## src/rtl/rx_gain_parser.sv

```systemverilog
// rtl/rx_gain_parser.sv - UART 8N1 receiver feeding a comma-separated decimal gain line parser
// Gains are staged field by field and only committed together on a well-formed newline.
module rx_gain_parser #(
  parameter int CPB = 434,
  parameter int NUM_GAINS = 3,
  parameter int GAIN_W = 6,
  parameter int MAX_DIGITS = 3,
  parameter logic [NUM_GAINS*GAIN_W-1:0] GAIN_INIT = {6'd5, 6'd1, 6'd3}
) (
  input  logic                        clk_50m,
  input  logic                        rst,
  input  logic                        rx,
  output logic [NUM_GAINS*GAIN_W-1:0] gains,
  output logic                        gains_valid,
  output logic                        frame_err,
  output logic                        parse_err
);

  localparam int CW = $clog2(CPB);
  localparam int DW = $clog2(MAX_DIGITS + 1);
  localparam int FW = (NUM_GAINS > 1) ? $clog2(NUM_GAINS) : 1;
  localparam int PW = GAIN_W + 4;
  localparam logic [CW-1:0] HALF_LAST = CW'(CPB / 2 - 1);
  localparam logic [CW-1:0] BIT_LAST  = CW'(CPB - 1);
  localparam logic [FW-1:0] FIDX_LAST = FW'(NUM_GAINS - 1);
  localparam logic [DW-1:0] DCNT_MAX  = DW'(MAX_DIGITS);
  localparam logic [PW-1:0] GAIN_MAX  = PW'((1 << GAIN_W) - 1);

  typedef enum logic [2:0] {S_IDLE, S_START, S_DATA, S_STOP, S_BREAK} state_t;

  state_t        state, state_nx;
  logic          rx_meta, rs;
  logic [CW-1:0] cnt;
  logic [2:0]    bitn;
  logic [7:0]    shreg;
  logic          at_half, at_bit, byte_strobe, frame_hit;

  logic [GAIN_W-1:0] acc, acc_nx;
  logic [DW-1:0]     dcnt;
  logic [FW-1:0]     fidx;
  logic [GAIN_W-1:0] stage [NUM_GAINS];
  logic              discard;
  logic [PW-1:0]     prod;
  logic              is_digit, tok_digit, tok_comma, tok_commit, tok_err;

  always_ff @(posedge clk_50m) begin
    if (rst) begin
      rx_meta <= 1'b1;
      rs      <= 1'b1;
    end else begin
      rx_meta <= rx;
      rs      <= rx_meta;
    end
  end

  assign at_half = (cnt == HALF_LAST);
  assign at_bit  = (cnt == BIT_LAST);

  always_ff @(posedge clk_50m) begin
    if (rst) state <= S_IDLE;
    else     state <= state_nx;
  end

  always_comb begin
    state_nx = state;
    case (state)
      S_IDLE:  if (!rs) state_nx = S_START;
      S_START: if (at_half) state_nx = rs ? S_IDLE : S_DATA;
      S_DATA:  if (at_bit && bitn == 3'd7) state_nx = S_STOP;
      S_STOP:  if (at_bit) state_nx = rs ? S_IDLE : S_BREAK;
      S_BREAK: if (rs) state_nx = S_IDLE;
      default: state_nx = S_IDLE;
    endcase
  end

  always_comb begin
    byte_strobe = (state == S_STOP) && at_bit && rs;
    frame_hit   = (state == S_STOP) && at_bit && !rs;
  end

  // cnt restarts on every state change so each phase counts from its own origin
  always_ff @(posedge clk_50m) begin
    if (rst) begin
      cnt   <= '0;
      bitn  <= '0;
      shreg <= '0;
    end else begin
      if (state != state_nx || state == S_IDLE || state == S_BREAK || at_bit) cnt <= '0;
      else cnt <= cnt + CW'(1);
      if (state == S_START) bitn <= '0;
      if (state == S_DATA && at_bit) begin
        shreg <= {rs, shreg[7:1]};
        bitn  <= bitn + 3'd1;
      end
    end
  end

  always_comb begin
    is_digit   = (shreg >= 8'h30) && (shreg <= 8'h39);
    prod       = PW'(acc) * PW'(10) + PW'(shreg[3:0]);
    acc_nx     = (prod > GAIN_MAX) ? '1 : prod[GAIN_W-1:0];
    tok_digit  = 1'b0;
    tok_comma  = 1'b0;
    tok_commit = 1'b0;
    tok_err    = 1'b0;
    if (is_digit) begin
      if (dcnt == DCNT_MAX) tok_err = 1'b1;
      else                  tok_digit = 1'b1;
    end else begin
      case (shreg)
        8'h2C: if (dcnt == '0 || fidx == FIDX_LAST) tok_err = 1'b1; else tok_comma = 1'b1;
        8'h0A: if (fidx == FIDX_LAST && dcnt != '0) tok_commit = 1'b1; else tok_err = 1'b1;
        8'h0D: ;
        default: tok_err = 1'b1;
      endcase
    end
  end

  // An error on the newline itself ends the line, so it must not leave discard set
  always_ff @(posedge clk_50m) begin
    if (rst) begin
      gains       <= GAIN_INIT;
      gains_valid <= 1'b0;
      frame_err   <= 1'b0;
      parse_err   <= 1'b0;
      acc         <= '0;
      dcnt        <= '0;
      fidx        <= '0;
      discard     <= 1'b0;
      for (int i = 0; i < NUM_GAINS; i++) stage[i] <= '0;
    end else begin
      gains_valid <= 1'b0;
      parse_err   <= 1'b0;
      frame_err   <= frame_hit;
      if (frame_hit) begin
        discard <= 1'b1;
        acc     <= '0;
        dcnt    <= '0;
        fidx    <= '0;
      end else if (byte_strobe) begin
        if (discard) begin
          if (shreg == 8'h0A) discard <= 1'b0;
        end else if (tok_err) begin
          parse_err <= 1'b1;
          discard   <= (shreg != 8'h0A);
          acc       <= '0;
          dcnt      <= '0;
          fidx      <= '0;
        end else if (tok_digit) begin
          acc  <= acc_nx;
          dcnt <= dcnt + DW'(1);
        end else if (tok_comma) begin
          stage[fidx] <= acc;
          fidx        <= fidx + FW'(1);
          acc         <= '0;
          dcnt        <= '0;
        end else if (tok_commit) begin
          for (int i = 0; i < NUM_GAINS; i++)
            gains[i*GAIN_W +: GAIN_W] <= (i == NUM_GAINS - 1) ? acc : stage[i];
          gains_valid <= 1'b1;
          acc         <= '0;
          dcnt        <= '0;
          fidx        <= '0;
        end
      end
    end
  end

endmodule

```

## config.mk

```make
export PLATFORM = sky130hd
export DESIGN_NAME = rx_gain_parser
export DESIGN_NICKNAME = d
export VERILOG_FILES = /design/src/rtl/rx_gain_parser.sv
export SDC_FILE = /design/constraint.sdc
export NUM_CORES = 1
export LEC_CHECK = 0
export CAP_MARGIN = 20
export CORE_MARGIN = 4
export CORE_UTILIZATION = 23
export CTS_BUF_LIST = sky130_fd_sc_hd__clkbuf_16
export DETAILED_ROUTE_END_ITERATION = 6
export MAX_ROUTING_LAYER = met4
export PLACE_DENSITY_LB_ADDON = 0.25
export SYNTH_ARGS = -nofsm -noshare
export SYNTH_HDL_FRONTEND = slang
export SYNTH_SLANG_ARGS = --single-unit
```

## constraint.sdc

```tcl
create_clock -name clk_50m -period 3.2 [get_ports clk_50m]
set_input_delay 0.64 -clock clk_50m [delete_from_list [all_inputs] [get_ports clk_50m]]
set_output_delay 0.64 -clock clk_50m [all_outputs]
set_load 0.005 [all_outputs]
```

==> summary.txt, run 1 <==
Yosys
  – Main synth FF type: dfxtp_1
  – #FFs+latches synth: 69
  – Synth Area per Inst: 9.86 sq um
  – Area contributors post-synth: dfxtp_1 (34%), edfxtp_1 (11%), ha_1 (7.8%), mux2i_1 (6.2%), nand2_1 (5.0%)
  – Mapped Nets: 369
  – Sequential fraction of the synthesis area: 44.4%
  – Post-synth top area cell: dfxtp_1
  – Netlist cell types: 56
  – Share of the synthesized area in the top cell type: 33.8%
  – Yosys warnings: 0
  – Syn Inst Count: 343
  – Ys async rst share: 0%
  – Synthesized cell area: 3380 sq um
  – Number of synthesized flops with an enable pin: 12

Timing
  – Final Hold Fails: 0
  – Period minus WS final: 2.58 ns
  – Slew headroom: 66.5%
  – Crit share post-route: 80.6%
  – Final setup viols: 0
  – Setup_tns: 0 ns
  – Worst Max-Slew Pin Slew: 0.503 ns
  – Unrepaired setup endpoints after global routing: no
  – Final Max Slew Viols: 0
  – Worst Skew: 0.00785 ns
  – Achievable Freq: 388 MHz
  – Final setup margin: 0.620 ns

Cells and area
  – Layout fillers: 1527
  – Post-layout nets: 396
  – Most common library cell in the layout ignoring fill and taps: dfxtp_1
  – Layout cells sized above 1: 9.87%
  – Synth-to-layout area growth: 20.7%
  – Area occupied by registers: 1500 sq um
  – ANT cells: 0
  – Multi-input gate area: 1720 sq um
  – Final core occ: 28.2%
  – Commonest cells after routing, fill and taps aside: dfxtp_1 (57), nand2_1 (45), nor2_1 (35)

Detailed routing
  – Final WL: 7140 um
  – Residual DRC: 0
  – DR pass1 iterations: 5
  – Via/cell ratio: 4.40
  – DR WL/cell: 12.8 um
  – 1st-iter DRT viols: 145
  – Post-route ant nets: 0
  – Vias: 2459

Floorplan
  – # IOs: 24
  – Rows: 44
  – Core box area: 14500 sq um
  – Die footprint: 16700 sq um
  – Chip height: 129 um
  – DIE WIDTH: 129 um
  – Starting Density: 23.3%

Worst setup path
  – Max incr delay on CP: 0.45 ns
  – Cell mode on critical path: ha_1
  – CP endpoint kind: flop
  – Critical-path top delay cell: fa_1
  – Worst setup SP type: flop
  – CP Buf/Inv Count: 1
  – Crit Path Category: reg2reg
  – CP required: 3.39 ns
  – Critical Path AT: 2.77 ns
  – CP top delay family: adder cells
  – Peak fanout along the critical path: 7
  – Chain of cells forming the critical path: ha_1, ha_1, inv_1, fa_1, nand3b_1, nor3b_1, a211oi_1, o31ai_2, nand2_1

CTS
  – Hold_buf cts: 0
  – Cts bufs inserted: 9
  – Clock transition at path regs: 0.05 ns
  – CTS tree: yes
  – Max Root-Sink Buffers: 2
  – Clock sink count: 69
  – Setup bufs post-CTS: 0
  – Clock root cell: clkbuf_16
  – Post-CTS Resized: 0
  – H-tree depth: 3
  – Clock latency on the worst-skew pair: 0.33 ns

Global route
  – Vias in the first global route: 2463
  – Largest net degree at the start of global routing: 19
  – GRT Residual Overflow: 0
  – All-Layer GR Usage: 9.21%
  – First-pass GRT wire length: 12100 um
  – Initial antenna violation count: 0

Power and ir drop
  – Logic pwr share: 1.6%
  – Power Density: 459 nW/um^2
  – Switching part of the total: 20.2%
  – NetSw: 379 uW
  – Overall power: 1870 uW
  – P_int: 1490 uW
  – Reg power frac: 47.9%
  – Clock power frac: 50.4%
  – Worst VDD drop: 0.244 mV
  – Leak: 0.00154 uW

Place
  – HPWL after DPL: 5200 um
  – Worst slack, placed: 0.597 ns
  – I/O Buffers: 23
  – Routability congestion estimate: 0.771

Min path
  – Hold Path Class: reg2reg

Run
  – Max-cap viol count: 0

Run status
  – Status: finished, final reports clean
## stage by stage
step	hold slack (ns)	area, sq um	std cells
after floorplan	0.389	3380	343
after global placement	0.404	3790	543
after detailed placement	0.401	3790	543
after CTS	0.419	4080	559
after global routing	0.447	4080	559
final	0.413	4080	559
## synth_stat cells (all sizes together) (2+ instances only)
library cell,instances
nor3b,3
nor2,35
xor2,3
nand4b,2
nand2b,3
dfxtp,57
a22oi,6
nand3,8
nor4b,3
or3,3
o21ai,4
ha,21
nor3,5
fa,2
and3,15
mux2i,21
a21oi,20
xnor2,7
or2,2
nor4,2
a211oi,6
clkbuf,7
inv,21
o31ai,3
nand2,45
buf,5
edfxtp,12
and4bb,2
## final cells by class
class,count,area share (%)
multi-input combinational,241,42.1
sequential,69,36.8
timing repair buffer,28,6.56
tap,184,5.64
clock buffer,9,5.52
inverter,21,1.93
clock inverter,7,1.44
## flip-flops by register name, summed over array words and instances, names as in the netlist
signal,count
gains,18
gains_valid,1
fidx,2
parse_err,1
acc,6
rx_meta,1
discard,1
frame_err,1
bitn,3
cnt,9
dcnt,2
shreg,8
rs,1
stage,12
state,3
## metal layers
| layer | global-route usage, % | vias up | part of all wire (%) |
|---|---|---|---|
| met5 | - | - | 0 |
| met4 | 3.71 | 0 | 1.4 |
| met3 | 1.65 | 6 | 2.0 |
| met2 | 13.9 | 23 | 46 |
| met1 | 12.2 | 1169 | 51 |
| li1 | - | 1261 | - |
## worst paths after layout
| kind | startpoint | to | slack, ns | cells after the start |
|---|---|---|---|---|
| max | acc[1]$_SDFFE_PP0P_ | acc[0]$_SDFFE_PP0P_ | 0.62 | 9 |
| max reg2reg | acc[1]$_SDFFE_PP0P_ | acc[0]$_SDFFE_PP0P_ | 0.62 | 9 |
| min | rx_meta$_SDFF_PP1_ | rs$_SDFF_PP1_ | 0.41 | 1 |
| min reg2reg | rx_meta$_SDFF_PP1_ | rs$_SDFF_PP1_ | 0.41 | 1 |
## power groups by stage
stage,logic (uW),clock network [uW],registers [uW]
floorplan,25.5,0,912
global placement,30.5,0,916
detailed placement,30.9,0,916
CTS,30.9,971,897
global route,33.4,1010,898
finish,30.4,944,897
## kinds of logic (layout without fill, tap and decap cells)
kind of cell / after synthesis / in the layout / share of synthesized area [%]
adder cells (fa/ha/maj): 23 / 23 / 8.96
AND/OR/NAND/NOR: 139 / 139 / 23.1
AO/OA/AOI/OAI: 47 / 47 / 9.40
flip-flops: 69 / 69 / 44.4
buffers and inverters: 33 / 65 / 5.00
XOR/XNOR: 10 / 10 / 2.59
multiplexers: 22 / 22 / 6.55
No activity file was read; power rests on OpenSTA's default activity.
==> run 2, diff against run 1 <==
clock period = 2.3 ns   (was 3.2 ns; I/O delays follow)
==> run 2 against run 1 <==
  * The run now ends with negative setup slack left
  * Sequential power rose by 39%
  * Combinational power rose by 59%
  * Critical path depth rose by 1
  * Count of clock-buffer cells in the layout did not move
  * Die area did not move
  * Wire length rose by 2.5%
  * Design area rose by 4.9%
  * Hold slack improved by 0.020 ns
  * First-iteration DRC count fell by 21%
  * Global-route usage rose by 0.62 points
  * Core utilization rose by 1.4 points
  * Largest cell class unchanged
==> summary.txt, run 2 (same netlist as run 1, synthesis figures left out) <==
Cells and area
  – Layout fillers: 1504 (-1.5%)
  – ANT cells: 0 (unchanged)
  – Largest Register: gains
  – Layout cells sized above 1: 14.2% (+4.4 points)
  – Area occupied by registers: 1510 sq um (+0.42%)
  – Biggest regs: gains: 18 flops, stage: 12 flops, cnt: 9 flops
  – Multi-input gate area: 1750 sq um (+1.7%)
  – Synth-to-layout area growth: 26.5%
  – Most common library cell in the layout ignoring fill and taps: dfxtp_1
  – Post-layout nets: 407 (+2.8%)
  – Commonest cells after routing, fill and taps aside: dfxtp_1 (54), nand2_1 (45), nor2_1 (35)
  – Max reg flops: 18 (unchanged)

Timing
  – Setup_tns: -0.00546 ns (-0.00546 ns)
  – Unrepaired setup endpoints after global routing: yes
  – Final Hold Fails: 0 (unchanged)
  – Worst Max-Slew Pin Slew: 0.417 ns (-0.0853 ns)
  – Final setup viols: 1 (+1)
  – Crit share post-route: 100% (+20 points)
  – Final Max Slew Viols: 0 (unchanged)
  – Final setup margin: -0.00546 ns (-0.625 ns)
  – Slew headroom: 72.1% (+5.6 points)
  – Achievable Freq: 434 MHz (+12%)
  – Period minus WS final: 2.31 ns (-0.275 ns)
  – Worst Skew: 0.00530 ns (-0.00255 ns)

Min path
  – Hold Path Class: reg2reg
  – Hold_sp: rx_meta$_SDFF_PP1_

CTS
  – Max Root-Sink Buffers: 2 (unchanged)
  – H-tree depth: 3 (unchanged)
  – Clock transition at path regs: 0.06 ns (about the same)
  – Hold_buf cts: 0 (unchanged)
  – Clock sink count: 69 (unchanged)
  – Clock latency on the worst-skew pair: 0.33 ns (about the same)
  – Cts bufs inserted: 9 (unchanged)
  – Clock root cell: clkbuf_16
  – CTS tree: yes

Power and ir drop
  – Leak: 0.00162 uW (+5.3%)
  – Power Density: 669 nW/um^2 (+46%)
  – Overall power: 2860 uW (+53%)
  – Worst VDD drop: 0.308 mV (+26%)

Detailed routing
  – DR pass1 iterations: 4 (-1)
  – 1st-iter DRT viols: 115 (-21%)
  – Final WL: 7320 um (+2.5%)
  – Post-route ant nets: 0 (unchanged)
  – Residual DRC: 0 (unchanged)
  – Via/cell ratio: 4.37 (-0.65%)
  – DR WL/cell: 12.8 um (+0.50%)
  – Vias: 2491 (+1.3%)

Worst setup path
  – Peak fanout along the critical path: 6 (-1)
  – Cell mode on critical path: ha_4
  – FF-to-FF Start: acc[1]$_SDFFE_PP0P_
  – Critical Path AT: 2.52 ns (-0.25 ns)
  – Crit Path Category: reg2reg
  – CP startpoint: acc[1]$_SDFFE_PP0P_
  – Max incr delay on CP: 0.47 ns (+0.02 ns)
  – Chain of cells forming the critical path: ha_4, ha_4, inv_1, fa_1, nand3b_1, nor3b_2, a211oi_1, o31ai_2, buf_4, nand2_1
  – CP required: 2.52 ns (-0.87 ns)
  – Critical-path top delay cell: fa_1
  – Worst setup SP type: flop
  – CP endpoint kind: flop

Global route
  – Largest net degree at the start of global routing: 36 (+17)
  – Initial antenna violation count: 0 (unchanged)
  – First-pass GRT wire length: 12600 um (+4.6%)
  – GRT Residual Overflow: 0 (unchanged)
  – Vias in the first global route: 2554 (+3.7%)
  – All-Layer GR Usage: 9.83% (+0.62 points)

Place
  – Routability congestion estimate: 0.789 (+2.3%)
  – I/O Buffers: 23 (unchanged)
  – HPWL after DPL: 5270 um (+1.3%)

Run status
  – Failing checks: negative setup slack
  – Status: finished with violations

Floorplan
  – Rows: 44 (unchanged)
  – Core box area: 14500 sq um (unchanged)
  – Chip height: 129 um (unchanged)
  – Starting Density: 23.3% (unchanged)
  – DIE WIDTH: 129 um (unchanged)
  – # IOs: 24 (unchanged)
  – Die footprint: 16700 sq um (unchanged)

Run
  – Max-cap viol count: 0 (unchanged)
[run 2: cell types whose count changed in the layout (fill, tap and decap cells not counted), moves of 2 or more]
cell / before / now
buf_12: 0 / 2
bufinv_16: 1 / 3
buf_4: 5 / 14
ha_4: 0 / 2
dfxtp_2: 0 / 2
ha_1: 21 / 19
clkinv_2: 2 / 0
dfxtp_1: 57 / 54
[run 2: final timing paths]
check	end	slack, ns	depth (start not counted)
min reg2reg	rs$_SDFF_PP1_	0.43	1
max	acc[3]$_SDFFE_PP0P_	-0.005	10
min	rs$_SDFF_PP1_	0.43	1
max reg2reg	acc[3]$_SDFFE_PP0P_	-0.005	10
[run 2: timing repair]
| item | in CTS | in global routing |
|---|---|---|
| setup endpoints to repair | 6 | 6 |
| gates resized for setup | 2 | 0 |
| buffers inserted | 1 | 0 |
| pin swaps | 2 | 0 |
[run 2: metal layers]
metal / up-vias / global-route usage (%) / part of all wire [%]
li1: 1274 / - / -
met1: 1183 / 12.3 / 49
met4: 0 / 5.37 / 1.8
met5: - / - / 0
met2: 25 / 15.2 / 47
met3: 9 / 1.65 / 2.3
[run 2: stage by stage]
step           std cells  instance area [sq um]  util, %  setup slack [ns]  hold slack (ns)
6_report             570                   4280     29.5          -0.00546            0.432
5_1_grt              570                   4280     29.5            -0.124            0.470
4_1_cts              570                   4280     29.5            0.0160            0.434
3_5_place_dp         553                   3930     27.1           -0.0809            0.412
3_3_place_gp         553                   3930     27.1           -0.0322            0.424
2_1_floorplan        343                   3410        -           0.00426            0.389
[run 2: cell type report]
type | instances | area share, %
Multi-Input combinational cell | 241 | 40.8
Timing Repair Buffer | 39 | 8.77
Clock inverter | 7 | 2.66
Tap cell | 184 | 5.38
Sequential cell | 69 | 35.2
Inverter | 21 | 1.84
Clock buffer | 9 | 5.26
[run 2: worst max-delay path: cells and delay by family, from the launching register on]
kind	cells	cell delay [ns]
AOI/OAI and AO/OA	2	0.28
DFF	1	0.35
and+or+nand+nor	3	0.49
buffers and inverters	2	0.21
adders and majority gates	3	0.85
[run 2: power breakdown]
| group | total (uW) | internal [uW] | leakage, uW | switching, uW |
|---|---|---|---|---|
| combinational | 48.2 | 17.4 | 0.000878 | 30.8 |
| clock | 1570 | 1050 | 0.000165 | 516 |
| sequential | 1250 | 1240 | 0.000580 | 6.33 |
| total | 2860 | 2310 | 0.00162 | 554 |
==> variant: new RTL, config.mk and constraints of run 2 <==
`MAX_DIGITS`: 3 -> 6.
--- a/src/rtl/rx_gain_parser.sv
+++ b/src/rtl/rx_gain_parser.sv
@@ -4,7 +4,7 @@
   parameter int CPB = 434,
   parameter int NUM_GAINS = 3,
   parameter int GAIN_W = 6,
-  parameter int MAX_DIGITS = 3,
+  parameter int MAX_DIGITS = 6,
   parameter logic [NUM_GAINS*GAIN_W-1:0] GAIN_INIT = {6'd5, 6'd1, 6'd3}
 ) (
   input  logic                        clk_50m,
Behaviour: no difference found for any inputs over 10 cycles, from zero or initial values and one cycle with rst high; that may be too few to reach the edited logic, so the function may still have changed.
==> variant against run 2 <==
The run still ends with negative setup slack left. Wire length increased by 4.8%. Design area increased by 6.3%. Area after synthesis increased by 0.78%. Power decreased by 0.63%. Worst setup slack lost 0.33 ns. Sequential cell count increased by 1. Count of clock-buffer cells in the layout is the same.
==> variant: results (changes against run 2) <==
Layout
  – Layout Cells excl Fill: 606 (+6.3%)
  – Final net count: 444 (+9.1%)
  – Ant diodes: 0 (unchanged)
  – Share of cells above drive strength 1: 20.6% (+6.4 points)
  – Largest regs: gains (18), stage (12), cnt (9)

Synth
  – Ys flop type: dfxtp_1
  – Number of synthesized flops with an enable pin: 12 (unchanged)
  – Syn Nets: 379 (+2.7%)
  – Post-synthesis sequential area ratio: 44.7% (+0.25 points)
  – Synth cell types: 54 (-3.6%)
  – Commonest cells post-synth: dfxtp_1, nor2_1, nand2_1
  – Area contributors post-synth: dfxtp_1, edfxtp_1, ha_1
  – Syn avg cell area: 9.68 um^2 (-1.8%)

STA
  – Final WS setup: -0.337 ns (-0.332 ns)
  – Final setup viols: 6 (+5)
  – Setup TNS: -1.78 ns (-1.77 ns)
  – Worst Clk Skew: 0.00810 ns (+0.00280 ns)
  – Hold_ws: 0.415 ns (-0.0169 ns)
  – Max_slew headroom: 56.8% (-15 points)

GRT
  – Number of antenna violations at the first check in global routing: 0 (unchanged)
  – Vias in the first global route: 2629 (+2.9%)
  – First-pass GRT wire length: 12.9 mm (+2.5%)
  – GRT Total Usage: 10.0% (+0.20 points)
  – Largest net degree at the start of global routing: 35 (-2.8%)

Clocking
  – TritonCTS buffer count: 9 (unchanged)
  – Clk_lat worst skew: 0.34 ns

Drt
  – Drt initial violations: 192 (+67%)
  – Avg WL per Cell: 12.7 um (-1.4%)
  – First-pass DRT Iterations: 4 (unchanged)
  – Via count: 2680 (+7.6%)

Placement
  – Detailed placement HPWL: 5.52 mm (+4.7%)
  – GPL Wtd Cong: 0.829 (+5.1%)
  – Placed Cells: 588 (+6.3%)
  – Area post-placement: 4170 um^2 (+6.3%)
  – I/O Buffers: 23 (unchanged)

Critical path
  – CP Data Required Time: 2.52 ns (about the same)
  – Critical Path Fanout Max: 5 (-1)
  – Worst r2r path cells: 9 (-1)
  – Capturing point of the worst reg2reg path: acc[2]$_SDFFE_PP0P_

Outcome
  – Outcome: finished with violations
  – Violated checks: negative setup slack

Pwr
  – Worst vdd ir: 326 uV (+6.1%)
  – Leak Pwr: 0.00167 uW (+3.0%)

Worst hold path
  – Min-delay src: rx_meta$_SDFF_PP1_
[variant: cell types whose count changed in the layout (fill, tap and decap cells not counted), sizes merged, moves of 4 or more]
cell,run 2,this run
buf,16,42
and3,15,4
nand4,1,5
nand3,8,13
nand2,45,35
and2,0,13
[variant: cell families after synthesis]
family	after synthesis	synth area share [%]
and+or+nand+nor	147	24.0
buffers and inverters	32	4.22
DFF	70	44.7
xor gates and xnor gates	10	2.57
AOI/OAI and AO/OA	51	10.0
muxes	18	5.29
adders and majority gates	24	9.25
[variant: report_power, final]
part,switching (uW),internal [uW]
Clock,565,962
Combinational,35.4,21.8
Sequential,4.66,1260
[variant: metal layers]
metal	share of wire (%)	track usage (%)	routed length, um
met2	46	15.1	3520
met1	49	13.1	3770
met5	0	-	0
met3	3.0	1.88	228
met4	2.0	4.58	152
[variant: what timing repair did]
action / 4_1_cts / 5_1_grt
buffers inserted: 1 / 1
hold buffers: 0 / 0
endpoints found under the setup margin: 6 / 27
pin swaps: 2 / 1
resized for setup: 5 / 3
[variant: through the flow]
step                util, %  setup slack (ns)
floorplan                 -            -0.323
finish                 31.3            -0.337
CTS                    31.2            -0.332
detailed placement     28.7            -0.403
global placement       28.7            -0.343
global route           31.3            -0.409
[variant: area by class of cell]
type / count / area [um^2]
sequential: 70 / 1530
multi-input combinational: 250 / 1810
inverter: 21 / 78.8
clock inverter: 7 / 103
tap: 184 / 230
timing repair buffer: 65 / 571
clock buffer: 9 / 225
fill: 1530 / 9990
[variant: critical path, stage by stage (launching register included)]
cell and delay (ns):
dfxtp_4 0.35, ha_4 0.27, ha_4 0.13, inv_2 0.03, fa_1 0.49, and3b_2 0.24, a2111oi_4 0.28, a211oi_1 0.07
o31a_2 0.35, a221o_2 0.31
